<file path="src/rtl/scv_pkg.sv">
// Shared types for the scv ROMINIT download path: target select, sink FSM
// states and the smallest cartridge address mask.
package scv_pkg;

  typedef enum logic [1:0] {
    NONE = 2'd0,
    BOOT = 2'd1,
    CHR  = 2'd2,
    CART = 2'd3
  } rominit_tgt_t;

  typedef enum logic [1:0] {
    IDLE    = 2'd0,
    LOAD    = 2'd1,
    STRETCH = 2'd2,
    RUN     = 2'd3
  } rominit_state_t;

  localparam logic [16:0] CART_MASK_MIN = 17'h007FF;

  // Fixed priority boot > chr > cart when several selects are high.
  function automatic rominit_tgt_t pick_tgt(input logic sel_boot, input logic sel_chr,
                                            input logic sel_cart);
    if (sel_boot)      return BOOT;
    else if (sel_chr)  return CHR;
    else if (sel_cart) return CART;
    else               return NONE;
  endfunction

endpackage

</file>
<file path="src/rtl/rominit_mask.sv">
// Highest written cartridge address -> all-ones power-of-two address mask,
// never smaller than CART_MASK_MIN. Purely combinational.
module rominit_mask
  import scv_pkg::*;
#(
  parameter int AW = 17
) (
  input  logic [AW-1:0] max_addr,
  output logic [AW-1:0] mask
);

  logic [AW-1:0] smear;

  // Every bit at or below the highest set bit of max_addr becomes 1, which is
  // 2^ceil(log2(max+1)) - 1 without any arithmetic.
  always_comb begin
    smear = '0;
    smear[AW-1] = max_addr[AW-1];
    for (int i = AW - 2; i >= 0; i--) begin
      smear[i] = smear[i+1] | max_addr[i];
    end
    mask = smear | AW'(CART_MASK_MIN);
  end

endmodule

</file>
<file path="src/rtl/rominit_sink.sv">
// ROMINIT download sink: steers bytes into boot/chr/cart ROM write ports and
// holds the console in reset until loaded. Optional checksums: ROMINIT_SINK_CKSUM_EN.
module rominit_sink
  import scv_pkg::*;
#(
  parameter int BOOT_AW    = 12,
  parameter int CHR_AW     = 10,
  parameter int CART_AW    = 17,
  parameter int RST_CYCLES = 1024
) (
  input  logic               CLK,
  input  logic               RESB,
  input  logic               ROMINIT_SEL_BOOT,
  input  logic               ROMINIT_SEL_CHR,
  input  logic               ROMINIT_SEL_CART,
  input  logic [16:0]        ROMINIT_ADDR,
  input  logic [7:0]         ROMINIT_DATA,
  input  logic               ROMINIT_VALID,
  output logic [7:0]         MEM_D,
  output logic               BOOT_WE,
  output logic [BOOT_AW-1:0] BOOT_A,
  output logic               CHR_WE,
  output logic [CHR_AW-1:0]  CHR_A,
  output logic               CART_WE,
  output logic [CART_AW-1:0] CART_A,
  output logic               BOOT_LOADED,
  output logic               CHR_LOADED,
  output logic               CART_LOADED,
  output logic [CART_AW-1:0] CART_MASK,
  output logic               SEL_ERR,
  output logic               SYS_RESB,
  output logic [15:0]        CKSUM_BOOT,
  output logic [15:0]        CKSUM_CHR,
  output logic [15:0]        CKSUM_CART,
  output logic [1:0]         state_dbg
);

  localparam int CNT_W = (RST_CYCLES > 1) ? $clog2(RST_CYCLES) : 1;
  localparam logic [CNT_W-1:0] CNT_LAST = CNT_W'(RST_CYCLES - 1);

  rominit_state_t     state;
  rominit_tgt_t       tgt;
  rominit_tgt_t       sel_tgt;
  logic               any_sel;
  logic               multi_sel;
  logic               enter_load;
  logic               accept;
  logic [CART_AW-1:0] cart_addr;
  logic [CART_AW-1:0] cart_max;
  logic [CART_AW-1:0] max_next;
  logic [CART_AW-1:0] mask_next;
  logic [CNT_W-1:0]   cnt;

  // Stream handshake: ROMINIT_VALID is a one-cycle strobe with no ready;
  // every strobe seen while in LOAD is written, every other strobe is dropped.
  always_comb begin
    any_sel    = ROMINIT_SEL_BOOT | ROMINIT_SEL_CHR | ROMINIT_SEL_CART;
    multi_sel  = (ROMINIT_SEL_BOOT & ROMINIT_SEL_CHR) | (ROMINIT_SEL_BOOT & ROMINIT_SEL_CART) |
                 (ROMINIT_SEL_CHR & ROMINIT_SEL_CART);
    sel_tgt    = pick_tgt(ROMINIT_SEL_BOOT, ROMINIT_SEL_CHR, ROMINIT_SEL_CART);
    enter_load = any_sel && (state != LOAD);
    accept     = ROMINIT_VALID && (state == LOAD);
    cart_addr  = ROMINIT_ADDR[CART_AW-1:0];
    max_next   = cart_max;
    if (accept && (tgt == CART) && (cart_addr > cart_max)) begin
      max_next = cart_addr;
    end
  end

  // Fed with max_next so a strobe in the last LOAD cycle still counts.
  rominit_mask #(.AW(CART_AW)) u_mask (
    .max_addr (max_next),
    .mask     (mask_next)
  );

  always_ff @(posedge CLK) begin
    if (!RESB) begin
      state       <= IDLE;
      tgt         <= NONE;
      cnt         <= '0;
      cart_max    <= '0;
      MEM_D       <= '0;
      BOOT_WE     <= 1'b0;
      BOOT_A      <= '0;
      CHR_WE      <= 1'b0;
      CHR_A       <= '0;
      CART_WE     <= 1'b0;
      CART_A      <= '0;
      BOOT_LOADED <= 1'b0;
      CHR_LOADED  <= 1'b0;
      CART_LOADED <= 1'b0;
      CART_MASK   <= CART_AW'(CART_MASK_MIN);
      SEL_ERR     <= 1'b0;
      SYS_RESB    <= 1'b0;
    end else begin
      BOOT_WE  <= 1'b0;
      CHR_WE   <= 1'b0;
      CART_WE  <= 1'b0;
      cart_max <= max_next;

      if (accept) begin
        MEM_D <= ROMINIT_DATA;
        case (tgt)
          BOOT: begin
            BOOT_WE     <= 1'b1;
            BOOT_A      <= ROMINIT_ADDR[BOOT_AW-1:0];
            BOOT_LOADED <= 1'b1;
          end
          CHR: begin
            CHR_WE     <= 1'b1;
            CHR_A      <= ROMINIT_ADDR[CHR_AW-1:0];
            CHR_LOADED <= 1'b1;
          end
          CART: begin
            CART_WE     <= 1'b1;
            CART_A      <= cart_addr;
            CART_LOADED <= 1'b1;
          end
          default: ;
        endcase
      end

      case (state)
        LOAD: begin
          if (!any_sel) begin
            state <= STRETCH;
            cnt   <= '0;
            if (tgt == CART) CART_MASK <= mask_next;
          end
        end
        STRETCH: begin
          if (!any_sel) begin
            if (cnt == CNT_LAST) begin
              state    <= (BOOT_LOADED && CHR_LOADED) ? RUN : IDLE;
              SYS_RESB <= BOOT_LOADED && CHR_LOADED;
            end else begin
              cnt <= cnt + CNT_W'(1);
            end
          end
        end
        default: ;
      endcase

      // The target is latched only here, so a select change inside LOAD is
      // ignored until all selects have dropped.
      if (enter_load) begin
        state    <= LOAD;
        tgt      <= sel_tgt;
        SYS_RESB <= 1'b0;
        if (multi_sel) SEL_ERR <= 1'b1;
        case (sel_tgt)
          BOOT: BOOT_LOADED <= 1'b0;
          CHR:  CHR_LOADED  <= 1'b0;
          CART: begin
            CART_LOADED <= 1'b0;
            cart_max    <= '0;
          end
          default: ;
        endcase
      end
    end
  end

  assign state_dbg = state;

`ifdef ROMINIT_SINK_CKSUM_EN
  logic [15:0] sum_boot;
  logic [15:0] sum_chr;
  logic [15:0] sum_cart;

  // Sums follow the registered write port, so they trail *_WE by one cycle.
  always_ff @(posedge CLK) begin
    if (!RESB) begin
      sum_boot <= '0;
      sum_chr  <= '0;
      sum_cart <= '0;
    end else begin
      if (enter_load && (sel_tgt == BOOT)) sum_boot <= '0;
      else if (BOOT_WE)                    sum_boot <= sum_boot + {8'h00, MEM_D};
      if (enter_load && (sel_tgt == CHR))  sum_chr <= '0;
      else if (CHR_WE)                     sum_chr <= sum_chr + {8'h00, MEM_D};
      if (enter_load && (sel_tgt == CART)) sum_cart <= '0;
      else if (CART_WE)                    sum_cart <= sum_cart + {8'h00, MEM_D};
    end
  end

  assign CKSUM_BOOT = sum_boot;
  assign CKSUM_CHR  = sum_chr;
  assign CKSUM_CART = sum_cart;
`else
  assign CKSUM_BOOT = '0;
  assign CKSUM_CHR  = '0;
  assign CKSUM_CART = '0;
`endif

endmodule

</file>
<file path="config.mk">
export PLATFORM = sky130hd
export DESIGN_NAME = rominit_sink
export DESIGN_NICKNAME = d
export VERILOG_FILES = /design/src/rtl/scv_pkg.sv /design/src/rtl/rominit_mask.sv /design/src/rtl/rominit_sink.sv
export SDC_FILE = /design/constraint.sdc
export NUM_CORES = 1
export LEC_CHECK = 0
export CAP_MARGIN = 20
export CORE_UTILIZATION = 46
export DETAILED_ROUTE_END_ITERATION = 8
export PLACE_DENSITY = 0.81
export SYNTH_ARGS = -nofsm -noshare
export SYNTH_HDL_FRONTEND = slang
export SYNTH_SLANG_ARGS = --single-unit
</file>
<file path="constraint.sdc">
create_clock -name CLK -period 2.4 [get_ports CLK]
set_input_delay 0.24 -clock CLK [delete_from_list [all_inputs] [get_ports CLK]]
set_output_delay 0.24 -clock CLK [all_outputs]
set_load 0.005 [all_outputs]
</file>
Word level (Yosys, flattened, before mapping)
Index checks and enable logic that the tools add are counted.

storage, ports and cells
  bits in registers = 92
  output and inout bits = 122

operators by class
  reductions and logical operators = 18
  bitwise gates (word level) = 14
  equal/unequal tests = 17
  add/sub/neg operators = 1
  order comparisons = 1
  muxes and demuxes = 31

operators with widths
  cell                                                                      number
  17-bit two-way mux                                                        3
  10-bit two-way mux                                                        3
  10-bit one-hot mux with 2 select lines                                    1
  17-bit greater-than comparator                                            1
  1-bit two-way mux                                                         16
  2-bit two-way mux                                                         7
  4-bit AND reduction                                                       3
  10-bit by 1-bit adder with 10-bit output (second input constant)          1
  10-bit == test (second input constant)                                    1
  2-bit == test (second input constant)                                     5
  2-bit AND reduction                                                       5
  3-bit inequality test (second input constant)                             3
  1-bit bitwise OR                                                          9
  2-bit inequality test (second input constant)                             4
  2-bit by 1-bit == test with 1-bit output (second input constant)          3
  3-bit AND reduction                                                       2
  1-bit logical AND                                                         5
  2-bit one-hot mux with 2 select lines                                     1
  1-bit AND                                                                 3
  3-bit nonzero test                                                        1
  2-bit by 1-bit inequality test with 1-bit output (second input constant)  1
  1-bit NOT                                                                 2
  2-bit nonzero test                                                        1
  2-bit OR reduction                                                        1

Depth between registers and ports, before layout
  depth in word-level cells = 10
  mapped depth = 9
  depth with buffers taken out = 8

By module
A second synthesis with hierarchy kept.

second synthesis, totals
  cells, all modules = 569
  area, all modules = 5122.4 um^2

modules (own cells, without submodules)
  module        seq. area each (um^2)  area each (um^2)  cells an instance  times used
  rominit_sink  2062.0                 4991.0            551                1
  rominit_mask  0.0                    131.4             18                 1

Worst setup path after synthesis
Ideal clock, no wire load.

  path kind = reg-to-reg
  start point = reg cart_max[16]
  end point = reg cart_max[10]
  setup slack = 0.355 ns
  arrival time = 1.918 ns
  setup time = 0.128 ns
  stages on the path, launching flop included = 10
  required time = 2.272 ns
  cell sequence = dfxtp_1 > inv_1 > ha_1 > nand4_1 > nor3_2 > a221oi_4 > a31oi_4 > buf_4 > mux2i_1 > nor2_1

between the ends
  cells in the longest elaborated chain, start to end = 5

RTL lines
  item                                RTL line             RTL
  start: declaration                  rominit_sink.sv:49   logic [CART_AW-1:0] cart_max;
  start signal: assignment            rominit_sink.sv:99   cart_max <= max_next;
  17-bit greater-than comparator (*)  rominit_sink.sv:65   if (accept && (tgt == CART) && (cart_addr > cart_max)) begin
  1-bit logical AND (*)               rominit_sink.sv:65
  17-bit two-way mux (*)              rominit_sink.sv:65
  17-bit two-way mux                  rominit_sink.sv:151  case (sel_tgt)
  17-bit two-way mux (*)              rominit_sink.sv:146  if (enter_load) begin

Every way passes the cells marked *; elsewhere a longest branch is shown, timed or not.
A chain may end at the register's enable or synchronous reset.

Worst setup path after layout
  start point = reg cart_max[15]
  end point = reg CART_MASK[13]

between the ends
  cells in the longest elaborated chain, start to end = 6

RTL lines
  item                            RTL line             RTL
  17-bit greater-than comparator  rominit_sink.sv:65
  1-bit logical AND               rominit_sink.sv:65
  17-bit two-way mux (*)          rominit_sink.sv:65
  1-bit bitwise OR (2 in series)  rominit_mask.sv:20   smear[i] = smear[i+1] | max_addr[i];
  1-bit bitwise OR (*)            rominit_mask.sv:20
  end signal: assignment          rominit_sink.sv:92   CART_MASK <= CART_AW'(CART_MASK_MIN);
  end signal: assignment          rominit_sink.sv:128  if (tgt == CART) CART_MASK <= mask_next;
  end: declaration                rominit_sink.sv:29   output logic [CART_AW-1:0] CART_MASK,

Marks and branches as above.

==> results.py <==
metrics = {
    "synth": {
        "ys_warn_count": 0,
        "yosys_most_used_dff": "dfxtp_1",
        "synth_seq_cells": 92,
        "synthTopCellsByArea": "dfxtp_1 42%, buf_4 10%, nand2_1 7.2%",
        "yosysMostFrequentCell": "dfxtp_1",
        "syn_inst": 529,
        "synth_top_area_share_pct": 41.6,
        "synth_enable_flop_cells": 0,
        "synth.top_cells.by_count": "92 x dfxtp_1, 85 x nand2_1, 63 x nor2_1, 60 x buf_4, 53 x a21oi_1",
        "avgSynthCellArea_um2": 8.38,
        "yosysUniqueCellTypes": 50,
        "yosysTopAreaCell": "dfxtp_1",
        "syn_area_um2": 4430,
        "synthArstFlopShare_pct": 0,
        "yosysSeqAreaShare_pct": 41.6,
    },
    "cts": {
        "clk_latency_ns": 0.37,
        "hold_buffers": 0,
        "clkTransAtPathRegs_ns": 0.10,
        "htreeDepth": 3,
        "cts.sinks": 92,
        "cts_buffers": 9,
        "cts_tree": "done",
        "cts.path.max_buffers": 2,
        "root_buffer": "clkbuf_8",
    },
    "sta": {
        "hold_viol": 0,
        "finClkSkew_ns": 0.0122,
        "finalSetupViolCount": 0,
        "setup_ws_ns": 0.128,
        "rsz0062_at_grt": "yes",
        "fin_crit_ns": 2.27,
        "fin_setup_tns_ns": 0,
        "post-route-period-util_pct": 94.7,
        "final_max_slew_viol_count": 0,
        "max_freq_mhz": 440,
    },
    "setup_path": {
        "crit_slowest_cell": "dfxtp_1",
        "worst-setup-path-type": "register to register",
        "worstPathCellList": "inv_1, ha_1, buf_4, a21o_1, a221oi_4, a31oi_2, or3_1, a21oi_1",
        "worstPathMaxFanout": 5,
        "r2r-end": "CART_MASK[13]",
        "r2r_start": "cart_max[15]",
        "r2r_cells": 8,
        "crit_path_end_kind": "register",
        "crit_arrival_ns": 2.58,
        "r2r_setup_slack_ns": 0.13,
        "slowest_delay_ns": 0.41,
        "cp.required_ns": 2.70,
        "cp-start-kind": "register",
    },
    "placement": {
        "place_inst": 776,
        "globalplace.congestion": 0.921,
        "dpl.hpwl_mm": 8.37,
        "io_buffers": 93,
        "dp_slack_ns": -0.175,
    },
    "run_status": {
        "status": "finished clean",
    },
    "worst_hold_path": {
        "holdCritPathClass": "input pin to register",
        "hp-start": "ROMINIT_DATA[1]",
        "hold_end": "MEM_D[1]",
        "min_path_cells": 3,
    },
    "power": {
        "power_density_nw_per_um2": 519,
        "power_leakage_uw": 0.00213,
        "ir_drop_uv": 313,
    },
    "drt": {
        "wirelength_mm": 11.2,
        "drt_iter0_markers": 235,
        "first_pass_iters": 5,
        "ant_nets": 0,
        "drcViolationCount": 0,
        "routed-via-count": 3947,
        "viasPerCell": 4.97,
        "wl_per_cell_um": 14.2,
    },
    "grt": {
        "grt_pass1_wl_mm": 17.8,
        "grt_max_degree": 42,
        "grt_pass1_vias": 3758,
        "grt_overflow_total": 0,
        "antenna_found_initial": 0,
        "grtUsageTotal_pct": 22.7,
    },
    "die": {
        "std_cell_rows": 35,
        "coreArea_um2": 9280,
        "die_x_um": 100,
        "dieArea_um2": 10000,
        "start_util_pct": 47.7,
        "io_pins": 153,
        "dieHeight_um": 100,
    },
    "cells_and_area": {
        "nFillCells": 797,
        "drive_above_1_share_pct": 11.6,
        "num_antenna_cells": 0,
        "finalNonFillerCells": 794,
        "post-route-util_pct": 62.4,
        "finalNetCount": 709,
        "multi_input_area_um2": 2200,
        "seqCellArea_um2": 1840,
        "area_growth_pct": 30.7,
    },
    "job": {
        "drv_cap": 0,
    },
}
layer usage:
metal	GRT usage (%)	part of all wire, %
met1	27.3	40
met5	0	0
met3	5.50	6.0
met2	38.8	52
met4	8.92	2.1
cells in the final DEF (no fill, tap or decap), types with 2 or more instances in the layout:
master           netlist  final
clkbuf_8               0      9
o21ai_1                4      4
or3_1                  4      4
xnor2_1                6      6
a31oi_1                2      2
nor3_1                10     10
o21ai_0               10     10
nand4_1                7      7
nor2_1                63     62
mux2i_1               27     27
a21o_1                 2      2
nor3_2                 2      2
nand2b_1               2      2
dfxtp_1               92     91
buf_4                 60     46
conb_1                 2     59
a21oi_1               53     53
nand2_1               85     85
nand3_1               14     14
o211ai_1               2      2
ha_1                  18     18
nor2_2                 1      2
inv_1                 21     21
clkdlybuf4s50_1        0     93
clkinvlp_4             0      2
inv_6                  0      2
final cells by class:
class	count	share of cell area [%]
well taps	129	2.79
flip-flops and latches	92	31.8
multi-input cells	395	38.0
repair buffers	140	22.4
clock inverters	7	1.43
inverters	22	1.43
clock buffers	9	2.14
stage by stage:
stage               power (µW)  hold slack, ns  area [µm²]
CTS                       3010           0.422        5770
finish                    3000           0.424        5790
detailed placement        1940           0.447        5560
global route              3130           0.435        5790
floorplan                 1810           0.376        4640
global placement          1930           0.443        5560
cells by family (layout without fill, tap and decap cells):
logic type                 count (synthesis)  after routing  share of synthesized area (%)
adders and majority gates                 18             18                           5.08
AOI/OAI and AO/OA                         85             86                           11.9
xor gates and xnor gates                   6              6                           1.19
and+or+nand+nor                          199            199                           20.1
buffers and inverters                    100            178                           13.9
muxes                                     27             27                           6.10
other                                      2             59                          0.170
DFF                                       92             92                           41.6
state kept, by name, summed over array words and instances (netlist names), 2 cells and up:
signal and count:
BOOT_A 12, CART_A 17, CART_MASK 6, CHR_A 10, MEM_D 8, cart_max 17
cnt 10, state_dbg 2, tgt 2
worst max-delay path by stage:
| stage | start | endpoint | cells after the start |
|---|---|---|---|
| 2_1_floorplan | cart_max[16] | cart_max[10] | 9 |
| 4_1_cts | cart_max[16] | cart_max[4] | 9 |
| 5_1_grt | cart_max[4] | CART_MASK[13] | 9 |
| 3_3_place_gp | ROMINIT_ADDR[4] | CART_MASK[13] | 9 |
| 3_5_place_dp | ROMINIT_ADDR[2] | CART_MASK[13] | 9 |
| 6_report | cart_max[15] | CART_MASK[13] | 8 |
where the power goes:
part / internal, µW / switching, µW
registers: 1550 / 19.6
logic: 163 / 175
clock network: 498 / 600
total: 2210 / 795
worst max-delay path, delay by kind of cell, from the launching register on:
family | cells | cell delay (ns)
flops | 1 | 0.41
compound gates | 4 | 0.91
buf+inv | 2 | 0.20
fa+ha+maj | 1 | 0.29
simple gates | 1 | 0.40
timing repair:
item,CTS,global route
resized for setup,0,2
setup buffers,0,1
setup endpoints to repair,0,20
Power figures use the tool's default switching activity.
